`config.mk`:
```
export PLATFORM = sky130hd
export DESIGN_NAME = mb8_word_master
export DESIGN_NICKNAME = d
export VERILOG_FILES = /design/src/rtl/mb8_word_master.sv
export SDC_FILE = /design/constraint.sdc
export NUM_CORES = 1
export LEC_CHECK = 0
export CAP_MARGIN = 25
export CORE_MARGIN = 3
export CORE_UTILIZATION = 45
export DETAILED_ROUTE_END_ITERATION = 6
export GPL_TIMING_DRIVEN = 0
export PLACE_DENSITY = 0.82
export RECOVER_POWER = 100
export SYNTH_ARGS = -nofsm -noshare
export SYNTH_HDL_FRONTEND = slang
export SYNTH_SLANG_ARGS = --single-unit
```
`constraint.sdc`:
```
create_clock -name clk -period 1.5 [get_ports clk]
set_input_delay 0.45 -clock clk [delete_from_list [all_inputs] [get_ports clk]]
set_output_delay 0.45 -clock clk [all_outputs]
set_load 0.005 [all_outputs]
```
`src/rtl/mb8_word_master.sv`:
```
// mb8_word_master: splits 16-bit cell or single-byte accesses into byte cycles on an 8-bit memory.
// Cells are big-endian (high byte at addr, low byte at addr+1); the +1 wraps modulo 2^ASZ.
module mb8_word_master #(
    parameter int ASZ = 17,
    parameter int DSZ = 16
) (
    input  logic           clk,
    input  logic           rst_n,
    input  logic           req,
    input  logic           we,
    input  logic           bmode,
    input  logic [ASZ-1:0] addr,
    input  logic [DSZ-1:0] din,
    output logic           busy,
    output logic           ack,
    output logic [DSZ-1:0] dout,
    output logic [ASZ-1:0] mem_ai,
    output logic [7:0]     mem_vi,
    output logic           mem_we,
    input  logic [7:0]     mem_vo
);
    typedef enum logic [2:0] {IDLE, WR_HI, WR_LO, RD_HI, RD_LO, RD_TAIL, ACK} state_t;
    state_t         state;
    logic           bmode_r;
    logic [ASZ-1:0] a_r;
    logic [7:0]     lo_r;
    logic [7:0]     hi_r;
    // mem_* are loaded with the values belonging to the state being entered
    always_ff @(posedge clk or negedge rst_n) begin
        if (!rst_n) begin
            state   <= IDLE;
            busy    <= 1'b0;
            ack     <= 1'b0;
            dout    <= '0;
            mem_ai  <= '0;
            mem_vi  <= '0;
            mem_we  <= 1'b0;
            bmode_r <= 1'b0;
            a_r     <= '0;
            lo_r    <= '0;
            hi_r    <= '0;
        end else begin
            case (state)
                IDLE: if (req) begin
                    busy    <= 1'b1;
                    bmode_r <= bmode;
                    a_r     <= addr;
                    lo_r    <= din[7:0];
                    mem_ai  <= addr;
                    mem_we  <= we;
                    if (we) mem_vi <= bmode ? din[7:0] : din[DSZ-1:8];
                    state   <= we ? WR_HI : RD_HI;
                end
                WR_HI: if (bmode_r) begin
                    mem_we <= 1'b0;
                    ack    <= 1'b1;
                    state  <= ACK;
                end else begin
                    mem_ai <= a_r + ASZ'(1);
                    mem_vi <= lo_r;
                    state  <= WR_LO;
                end
                WR_LO: begin
                    mem_we <= 1'b0;
                    ack    <= 1'b1;
                    state  <= ACK;
                end
                RD_HI: begin
                    mem_ai <= a_r + ASZ'(1);
                    state  <= RD_LO;
                end
                // mem_vo now carries the byte addressed during RD_HI
                RD_LO: if (bmode_r) begin
                    dout  <= {{(DSZ-8){1'b0}}, mem_vo};
                    ack   <= 1'b1;
                    state <= ACK;
                end else begin
                    hi_r  <= mem_vo;
                    state <= RD_TAIL;
                end
                RD_TAIL: begin
                    dout  <= {hi_r, mem_vo};
                    ack   <= 1'b1;
                    state <= ACK;
                end
                ACK: begin
                    ack   <= 1'b0;
                    busy  <= 1'b0;
                    state <= IDLE;
                end
                default: state <= IDLE;
            endcase
        end
    end
endmodule

```
Yosys cells after proc, flatten, opt, wreduce, memory -nomap -nowiden
Index checks and enable logic that the tools add are counted.
W data, S select, Z words.

cells by class
  add/subtract/negate cells = 1
  eq/ne operators = 12
  muxes and demuxes = 22
  bitwise logic cells = 1
  reductions and logical operators = 17

operators by type and width
  kind                     count
  $pmux W17 S3             1
  $mux W17                 2
  $mux W8                  4
  $pmux W16 S2             1
  $add A17 B1 Y17 const B  1
  $mux W16                 1
  $pmux W8 S2              1
  $pmux W3 S5              1
  $ne A2 B2 Y1 const B     5
  $reduce_and A2 Y1        5
  $eq A3 B3 Y1 const B     3
  $reduce_bool A3 Y1       3
  $eq A3 B2 Y1 const B     2
  $mux W3                  2
  $pmux W1 S3              2
  $reduce_and A3 Y1        2
  $reduce_bool A2 Y1       3
  $mux W1                  4
  $mux W2                  2
  $reduce_and A4 Y1        1
  $reduce_or A2 Y1         2
  $eq A3 B1 Y1 const B     1
  $logic_not A3 Y1         1
  $ne A2 B1 Y1 const B     1
  other kinds (2)          2

storage, ports and cells
  flip-flop bits (word level) = 81
  output and inout bits = 44

Depth between registers and ports, before layout
Gate-level depths: netlist of the first run.

  depth in word-level cells = 4
  gate-level depth with buffers = 8
  gate-level depth less buffers = 6

Worst setup path before layout of the first run
No wires, ideal clock.

  path type = register to register
  start = register state[2]
  end = register a_r[14]
  library setup time = 0.125 ns
  arrival = 1.400 ns
  required time = 1.375 ns
  path slack = -0.025 ns
  cell stages (with the launch flop) = 6
  buffers on the path = 1
  period minus slack after synthesis = 1.525 ns
  path through = dfrtp_1 -> inv_2 -> nand2_1 -> nor3_4 -> buf_4 -> mux2_2

on the way
  cells in the longest elaborated chain, start to end = 2

ends and longest elaborated chain
  item                                line  source
  start, declared                     23    state_t state;
  start signal, assigned              52    state <= we ? WR_HI : RD_HI;
  $logic_not A3 Y1                    43    case (state)
  $reduce_and A2 Y1 (no source line)  n/a
  end signal, assigned                47    a_r <= addr;
  end, declared                       25    logic [ASZ-1:0] a_r;

No other way between the ends.
A chain may end at the register's enable or synchronous reset.

Worst setup path in the final report of the first run
  start = register state[2]
  end = register lo_r[2]

on the way
  cells in the longest elaborated chain, start to end = 2

ends and longest elaborated chain
  item                                line  source
  $logic_not A3 Y1                    43
  $reduce_and A2 Y1 (no source line)  n/a
  end signal, assigned                48    lo_r <= din[7:0];
  end, declared                       26    logic [7:0] lo_r;

No other way between the ends.

==> summary.md, run 1 <==
| Metric | Value |
|---|---|
| Routability Congestion | `approximately 0.85` |
| P per Cell Area | `around 2000 mW/mm^2` |
| Global-route wire length before repair | `15,000 um` |
| Antenna violations before repair | `1` |
| Htree depth | `3` |
| Post-synthesis simple-gate area fraction | `0.0931` |
| Peak supply drop | `1000 uV` |
| Worst-path clk slew | `80 ps` |
| Total CTS buffers | `9` |
| Worst Slack Setup Final | `-83.8 ps` |
| Max clock buf depth | `2` |
| Crit. End Element | `flip-flop` |
| Final Critical Period | `1580 ps` |
| Placed Area | `0.00470 mm^2` |
| IO Pins | `90` |
| Vias in the first global route | `between 3,000 and 4,000` |
| Critical path type | `reg -> reg` |
| FF+latch count, synth | `81` |
| Routed vias | `~3,100` |
| Largest family of logic cells by synthesized area | `multiplexers` |
| Crit path DAT | `1810 ps` |
| I/O Buffers | `about 90` |
| Placed Cells | `506` |
| Required time worst endpoint | `1730 ps` |
| Vias/cell | `5.38` |
| Seq/Total Area, Yosys | `0.553` |
| Synthesis-to-finish area growth | `51.9%` |
| Synth Warn # | `0` |
| Worst-margin pin slew | `around 750 ps` |
| Largest net degree at the start of global routing | `52` |
| RSZ-0062 raised after global routing | `yes` |
| Cell area after layout | `~0.0056 mm^2` |
| Xor/xnor share of the synthesized area | `0.0358` |
| Failing checks | `setup timing` |
| Gr usage total | `0.213` |
| Core Area | `approximately 0.0078 mm^2` |
| Max Fanout on Critical Path | `5` |
| Clock Tree Root | `clkbuf_8` |
| Share of layout cells above drive strength 1 | `0.343` |
| Grt ovf | `0` |
| Post-CTS Hold Buffers | `0` |
| DRT Pass-1 Iters | `7` |
| Non-Filler Instances | `567` |
| Routed wire length | `10,200 um` |
| Yosys top cell area share | `0.553` |
| Post-route ant nets | `0` |
| Fraction of the mapped netlist area in adder cells | `0.00341` |
| Startpoint types | `flip-flop` |
| Yosys top cell by area | `dfrtp_1` |
| Die Y | `between 90 and 100 um` |
| Most used DFF post-synth | `dfrtp_1` |
| Setup_tns | `-1800 ps` |
| R2r setup slk | `-80 ps` |
| EDFF count, synth | `0` |
| Hold WS | `150 ps` |
| Final #Nets | `between 500 and 600` |
| Hold Crit Class | `in -> async` |
| Most frequent cells after synthesis | `81 x dfrtp_1, 37 x mux2_2, 32 x o21ai_0, 30 x nand2_1, 18 x nor2_1` |
| Peak Freq | `631 MHz` |
| Final period util | `1.06` |
| Compound-Gate Fraction of Synth Area | `0.123` |
| Syn Std Cell Area | `0.00367 mm^2` |
| R2R depth | `6` |
| Routed WL per cell | `17.9 um` |
| Synth top area cells | `dfrtp_1 55%, mux2_2 11%, o21ai_0 4.4%, mux2i_1 3.8%, nand2_1 3.1%` |
| Row cnt | `32` |
| Clk Latency, worst-skew pair | `350 ps` |
| FFs w/ async S/R, synth | `1.00` |
| Leakage power | `2.58 nW` |
| Max-cap violations | `0` |
| Relative slew slack | `0.503` |
| Full die area | `around 0.0093 mm^2` |
| DRC viols | `0` |
| Die X-Extent | `96.3 um` |
| Most common cell in the synthesized netlist | `dfrtp_1` |
| Critical Path Source | `state[2]$_DFFE_PN0P_` |
| R2R Path Start | `state[2]$_DFFE_PN0P_` |
| TritonCTS clock tree | `yes` |
| Status | `finished, violations left` |
| Syn_area_per_cell | `~12 um^2` |
| Hold Violations, Final | `0` |
| Mux share of post-synthesis cell area | `0.160` |
| Mapped Nets | `roughly 360` |
| Netlist cell types | `38` |
| Clock sink total | `81` |
| Post-Synthesis Cells | `315` |
| Max Clock Skew | `between 8 and 9 ps` |
| Fin. max-slew vios | `0` |
| Initial drt markers | `between 200 and 250` |
| Initial Util | `0.470` |
| DP HPWL | `slightly below 6000 um` |
| Setup violators final | `32` |
worst max-delay path, cell delays in order (launching register included):
cell and delay, ps:
dfrtp_1 420, inv_2 110, nand2_4 60, nor3_4 290
buf_6 160, buf_8 120, mux2_4 300
cells in the final DEF (no fill, tap or decap), drive strengths merged, types with 2 or more instances in the layout:
cell	netlist	layout
dlygate4sd2	0	39
clkdlybuf4s50	0	42
a21oi	16	16
o21ai	33	33
nand3	5	5
dfrtp	81	81
mux2i	14	14
a21o	2	2
xor2	9	9
buf	14	59
mux2	39	39
nor3	8	8
a22oi	6	6
nand4	3	3
nor2	19	19
nand2	30	30
and3	2	2
xnor2	6	6
a31oi	2	2
a211oi	2	2
inv	6	6
clkbuf	1	14
a22o	9	9
clkinv	0	3
clkdlybuf4s15	0	6
sequential cells by signal, summed over array words and instances (netlist names):
signal / flops
a_r: 17
mem_ai: 17
dout: 16
hi_r: 8
lo_r: 8
mem_vi: 8
state: 3
ack: 1
bmode_r: 1
busy: 1
mem_we: 1
report_power, final:
part | total (W) | switching, W | internal (W)
Clock | 0.00150 | 0.000751 | 0.000754
Combinational | 0.00562 | 0.00237 | 0.00324
Sequential | 0.00410 | 0.000822 | 0.00328
per-stage QoR:
step                utilization  setup WS, ps  power (W)
floorplan                     -         -25.2    0.00630
global placement          0.599         -2870    0.00805
detailed placement        0.602          -787    0.00827
CTS                       0.665         -54.0     0.0102
global route              0.713          -145     0.0119
finish                    0.713         -83.8     0.0112
worst paths after layout:
kind,end
worst max-delay path,lo_r[2]$_DFFE_PN0P_
worst min-delay path,a_r[4]$_DFFE_PN0P_
worst max register to register,lo_r[2]$_DFFE_PN0P_
worst min register to register,mem_ai[3]$_DFFE_PN0P_
max in group asynchronous,state[0]$_DFFE_PN0P_
min in group clk,mem_ai[3]$_DFFE_PN0P_
area by class of cell:
type	count	area (um^2)
diodes	1	2.50
plain buffers	14	155
clock buffers	11	131
clock inverters	4	45.0
fillers	543	2240
inverters	6	25.0
multi-input cells	213	1790
flip-flops and latches	81	2030
well taps	102	128
repair buffers	135	1260
cells by family after synthesis:
group           after synthesis
compound gates               75
xor+xnor                     15
fa+ha+maj                     1
buf+inv                      21
flops                        81
mux                          53
simple gates                 69
repair_timing:
| item | CTS | global route |
|---|---|---|
| gates resized for setup | 83 | 99 |
| buffers inserted | 26 | 15 |
| pin swaps | 2 | 13 |
| gates cloned | 2 | 3 |
| setup endpoints to repair | 114 | 76 |
routing by layer:
metal  up-vias  wire (um)  GRT usage
met3        15        615     0.0508
met1      1517       4250      0.265
met4         0        155     0.0912
met5         -          0          0
met2        92       5140      0.353
li1       1426          -          -
Note: power is estimated with default switching activity, not from simulation.
==> run 2: changes to the inputs <==
--- a/config.mk
+++ b/config.mk
@@ -5,6 +5,7 @@
 export SDC_FILE = /design/constraint.sdc
 export NUM_CORES = 1
 export LEC_CHECK = 0
+export ABC_CLOCK_PERIOD_IN_PS = 1500
 export CAP_MARGIN = 25
 export CORE_MARGIN = 3
 export CORE_UTILIZATION = 45
==> results of run 2 <==
Same layout as run 1: the final DEF is identical, and so are final timing and power.
==> run 3: changes to the inputs <==
--- a/config.mk
+++ b/config.mk
@@ -6,7 +6,7 @@
 export NUM_CORES = 1
 export LEC_CHECK = 0
 export ABC_CLOCK_PERIOD_IN_PS = 1500
-export CAP_MARGIN = 25
+export CAP_MARGIN = 20
 export CORE_MARGIN = 3
 export CORE_UTILIZATION = 45
 export DETAILED_ROUTE_END_ITERATION = 6
==> results of run 3 <==
Same layout as run 1: the final DEF is identical, and so are final timing and power.
